**config.mk**
```make
export PLATFORM = sky130hd
export DESIGN_NAME = prog_fsm_timer
export DESIGN_NICKNAME = d
export VERILOG_FILES = /design/src/rtl/prog_fsm_timer.sv
export SDC_FILE = /design/constraint.sdc
export NUM_CORES = 1
export LEC_CHECK = 0
export CORE_ASPECT_RATIO = 0.9
export CORE_MARGIN = 5
export CORE_UTILIZATION = 42
export DETAILED_ROUTE_END_ITERATION = 12
export PLACE_DENSITY_LB_ADDON = 0.2
export SYNTH_ARGS = -nofsm -noshare
export SYNTH_HDL_FRONTEND = slang
export SYNTH_SLANG_ARGS = --single-unit
```
**constraint.sdc**
```tcl
create_clock -name clk -period 1.7 [get_ports clk]
set_clock_uncertainty 0.2 [all_clocks]
set_input_delay 0.17 -clock clk [delete_from_list [all_inputs] [get_ports clk]]
set_output_delay 0.17 -clock clk [all_outputs]
set_load 0.1 [all_outputs]
```
**src/rtl/prog_fsm_timer.sv**
```systemverilog
// prog_fsm_timer: programmable one-shot / periodic count timer.
//
// A start request in IDLE latches a terminal value and a mode. The block then
// counts 0..term in RUN (term+1 cycles), spends one cycle in DONE, and either
// returns to IDLE (one-shot) or restarts counting from 0 (periodic). The pause
// input freezes counting in HOLD. The stop input aborts to IDLE from any state.
//
// Parameters
//   WIDTH    : count / terminal-value width in bits (2..16)
//   DEF_MODE : mode register reset value (0 one-shot, 1 periodic)
//
// Ports
//   clk      : clock, all state changes on the rising edge
//   rst_n    : asynchronous active-low reset
//   start    : level, sampled only in IDLE, launches a sequence
//   stop     : synchronous abort, highest priority, any state
//   pause    : freezes counting while high
//   mode     : 0 one-shot, 1 periodic; sampled with start
//   load_val : terminal count; sampled with start
//   count    : current count value (registered)
//   state    : IDLE=00, RUN=01, DONE=10, HOLD=11
//   busy     : high in RUN or HOLD
//   done     : high exactly while in DONE
module prog_fsm_timer #(
  parameter int unsigned WIDTH    = 8,
  parameter int unsigned DEF_MODE = 0
) (
  input  logic             clk,
  input  logic             rst_n,
  input  logic             start,
  input  logic             stop,
  input  logic             pause,
  input  logic             mode,
  input  logic [WIDTH-1:0] load_val,
  output logic [WIDTH-1:0] count,
  output logic [1:0]       state,
  output logic             busy,
  output logic             done
);

  // Encoding is visible on the state port, so values are fixed explicitly.
  typedef enum logic [1:0] {
    StIdle = 2'b00,
    StRun  = 2'b01,
    StDone = 2'b10,
    StHold = 2'b11
  } state_e;

  localparam logic ModeRst = (DEF_MODE != 0);

  state_e           state_q, state_d;
  logic [WIDTH-1:0] count_q, count_d;
  logic [WIDTH-1:0] term_q,  term_d;
  logic             mode_q,  mode_d;

  logic at_term;
  assign at_term = (count_q == term_q);

  // Next-state and datapath logic.
  always_comb begin
    state_d = state_q;
    count_d = count_q;
    term_d  = term_q;
    mode_d  = mode_q;

    if (stop) begin
      // Abort wins over start, pause and terminal detection.
      state_d = StIdle;
      count_d = '0;
    end else begin
      unique case (state_q)
        StIdle: begin
          count_d = '0;
          if (start) begin
            term_d  = load_val;
            mode_d  = mode;
            state_d = StRun;
          end
        end

        StRun: begin
          if (pause) begin
            // Pause takes precedence over the terminal check; count frozen.
            state_d = StHold;
          end else if (at_term) begin
            state_d = StDone;
            count_d = '0;
          end else begin
            count_d = count_q + WIDTH'(1);
          end
        end

        StHold: begin
          // The RUN cycle that was interrupted by pause completes on release,
          // so the sequence is stretched by exactly the number of HOLD cycles.
          // Holding at term therefore releases straight into DONE.
          if (!pause) begin
            if (at_term) begin
              state_d = StDone;
              count_d = '0;
            end else begin
              state_d = StRun;
              count_d = count_q + WIDTH'(1);
            end
          end
        end

        StDone: begin
          count_d = '0;
          state_d = mode_q ? StRun : StIdle;
        end

        default: begin
          state_d = StIdle;
          count_d = '0;
        end
      endcase
    end
  end

  always_ff @(posedge clk or negedge rst_n) begin
    if (!rst_n) begin
      state_q <= StIdle;
      count_q <= '0;
      term_q  <= '0;
      mode_q  <= ModeRst;
    end else begin
      state_q <= state_d;
      count_q <= count_d;
      term_q  <= term_d;
      mode_q  <= mode_d;
    end
  end

  // Outputs are decoded from registers only.
  assign count = count_q;
  assign state = state_q;
  assign busy  = (state_q == StRun) || (state_q == StHold);
  assign done  = (state_q == StDone);

  // Structural invariants.
  a_count_le_term : assert property (@(posedge clk) disable iff (!rst_n)
    busy |-> (count_q <= term_q));
  a_count_zero_idle_done : assert property (@(posedge clk) disable iff (!rst_n)
    !busy |-> (count_q == '0));

endmodule

```
==> impl_metrics.csv <==
group,metric,value,unit
global_routing,antenna_found_initial,0,
clock_network,clk_pin_slew_worst_paths,0.11,ns
final_layout,antenna_cells,0,
floorplanning,fp.dieW,59.79,um
clock_network,clockBufferDepth,2,
placed_design,gp_congestion,0.7648,
run_status,violations,"negative hold slack",
critical_path,cp.required,1.68,ns
final_layout,final_util,70.25,%
clock_network,htreeDepth,1,
detailed_routing,ant_nets,0,
detailed_routing,viasPerCell,5.054,
global_routing,grt_max_degree,20,
sta,hold_violations,9,
sta,finalSetupTns,0,ns
sta,setup_violations,0,
placed_design,dpl.cell_count,143,
sta,slew_viol_final,0,
global_routing,grt_pass1_vias,794,
floorplanning,core,2162,um^2
floorplanning,start_util,43.34,%
sta,tightest_slew,0.2640,ns
clock_network,root_buffer,"clkbuf_4",
synth,synthTopCellsByArea,"dfrtp_1 (51%), mux2_2 (11%), xnor2_1 (8.4%)",
final_layout,nNetsFinal,136,
pwr,p_sw_share,28.89,%
detailed_routing,route.detailed.drc,0,
global_routing,grt_pass1_wl,3746,um
detailed_routing,routed_wire_length_per_instance,14.11,um
pwr,max-vdd-ir-drop,0.6462,mV
synth,async_flop_share,100.0,%
synth,netlist.area_leader.share,50.73,%
synth,ys_seq_elements,19,
placed_design,port_buffers,25,
run,cap_viol_max_count,0,
synth,synth.avg_cell_area,12.17,um^2
critical_path,cp_max_fo,9,
sta,fin_crit_sh,95.98,%
critical_path,critPathLaunchType,"flop",
synth,synth_seq_area_share,50.73,%
synth,syn_inst,77,
sta,fin_crit,1.632,ns
synth,synth_most_common_cell,"dfrtp_1",
sta,rsz0062_at_grt,"false",
pwr,powerDensity,693.1,nW/um^2
synth,synthTopCellsByCount,"dfrtp_1 (19), mux2_2 (9), xnor2_1 (9)",
detailed_routing,wirelength,2074,um
placed_design,pre_cts_ws,-0.09128,ns
worst_hold_path,min_path_type,"in2async",
pwr,leakagePower,0.6082,nW
clock_network,cts_tree,"built",
final_layout,drive_above_1_share,44.17,%
critical_path,crit_type,"reg2reg",
pwr,p_seq_share,52.0,%
global_routing,grt_overflow,0,
synth,ys_warn_count,0,
clock_network,cts_buffers,3,
clock_network,insertion_delay,0.30,ns
floorplanning,dieArea,3277,um^2
detailed_routing,vias,743,
global_routing,track_usage,15.47,%
sta,timing.final.ws_setup,0.06833,ns
final_layout,syn2layout_area_growth,62.08,%
pwr,p_switching,0.3041,mW
detailed_routing,detail_route.first_pass.iterations,4,
pwr,internal_power,0.7486,mW
run_status,outcome,"finished, violations left",
clock_network,clkSinkCount,19,
critical_path,arrival,1.61,ns
synth,synthesis.nets,92,
clock_network,hold_buffers,0,
critical_path,worstSetupEndpointType,"flop",
synth,synth_largest_area_cell,"dfrtp_1",
pwr,pwr-share-comb,26.5,%
synth,synth_ff_type,"dfrtp_1",
floorplanning,core.rowCount,16,
final_layout,final_cells,147,
synth,yosysUniqueCellTypes,22,
floorplanning,io_pins,26,
floorplanning,die_h,54.81,um
synth,netlist_area,937.1,um^2
placed_design,place_hpwl,1668,um
detailed_routing,drtIter0Drc,13,
pwr,power.share.clock,21.5,%
sta,fmax,612.9,MHz
sta,max_slew_margin,82.29,%
synth,synth-edff-count,0,
sta,hold_slack,-0.01014,ns
## placed cells by master, fill, tap and decap left out, drive strengths merged
cell	count
a211oi	2
and2b	1
and3	1
and4b	1
buf	27
clkbuf	4
clkdlybuf4s50	13
dfrtp	19
ha	1
mux2	9
nand2b	1
nand3	7
nand3b	1
nand4	2
nor2	1
nor2b	4
nor3	7
nor4b	1
o21a	1
o21ai	2
or3	1
xnor2	9
xor2	5
## critical path, stage by stage, from the launching register on
cell and delay (ns):
dfrtp_4 0.51, nor4b_4 0.27, buf_4 0.21, mux2_2 0.34
## worst paths after layout
path	from	end	slack, ns	cells past startpoint
max reg2reg	state[0]$_DFFE_PN0P_	term_q[7]$_DFFE_PN0P_	0.07	3
min reg2reg	mode_q$_DFFE_PN0P_	mode_q$_DFFE_PN0P_	0.33	1
max in group asynchronous	rst_n	state[0]$_DFFE_PN0P_	1.06	2
min in group clk	load_val[4]	term_q[4]$_DFFE_PN0P_	0.29	2
min	rst_n	count[2]$_DFFE_PN0P_	-0.01	2
max	state[0]$_DFFE_PN0P_	term_q[7]$_DFFE_PN0P_	0.07	3
## area by class of cell
cell class / instances / area (um^2)
Multi-Input combinational cell: 57 / 467.9
Fill cell: 161 / 643.1
Timing Repair Buffer: 40 / 483.0
Tap cell: 27 / 33.78
Clock buffer: 4 / 26.28
Sequential cell: 19 / 508.0
## stage by stage
stage	power, mW	area [um^2]
floorplan	0.7184	979.7
global placement	0.8253	1485
detailed placement	0.8351	1485
CTS	1.066	1523
global route	1.103	1519
finish	1.053	1519
## repair_timing
action | CTS | global route
endpoints found under the hold margin | 0 | 0
resized for setup | 1 | 1
endpoints found under the setup margin | 1 | 8
setup buffers | 1 | 0
pin swaps | 0 | 2
## registers in the layout, summed over array words and instances (netlist names)
| signal | count |
|---|---|
| mode_q | 1 |
| count | 8 |
| term_q | 8 |
| state | 2 |
## power by group through the flow
stage | combinational [mW] | sequential [mW] | clock, mW
2_1_floorplan | 0.136 | 0.582 | 0
3_3_place_gp | 0.272 | 0.553 | 0
3_5_place_dp | 0.279 | 0.556 | 0
4_1_cts | 0.284 | 0.546 | 0.236
5_1_grt | 0.299 | 0.554 | 0.249
6_report | 0.279 | 0.548 | 0.226
## logic make-up (layout without fill, tap and decap cells)
family	count (synthesis)	after routing	share of synthesized area, %
AND/OR/NAND/NOR	28	28	19.63
flip-flops	19	19	50.73
XOR/XNOR	14	14	13.08
multiplexers	9	9	10.81
AO/OA/AOI/OAI	5	5	3.471
adder cells (fa/ha/maj)	1	1	1.335
buffers and inverters	1	44	0.9348
## layer usage
layer | vias to the layer above | wire [um] | global-route usage (%)
met3 | 2 | 140 | 5.660
met5 | - | 0 | 0
met4 | 0 | 19 | 4.059
li1 | 361 | - | -
met2 | 27 | 935 | 23.74
met1 | 353 | 978 | 20.58
No activity file was read; power rests on OpenSTA's default activity.
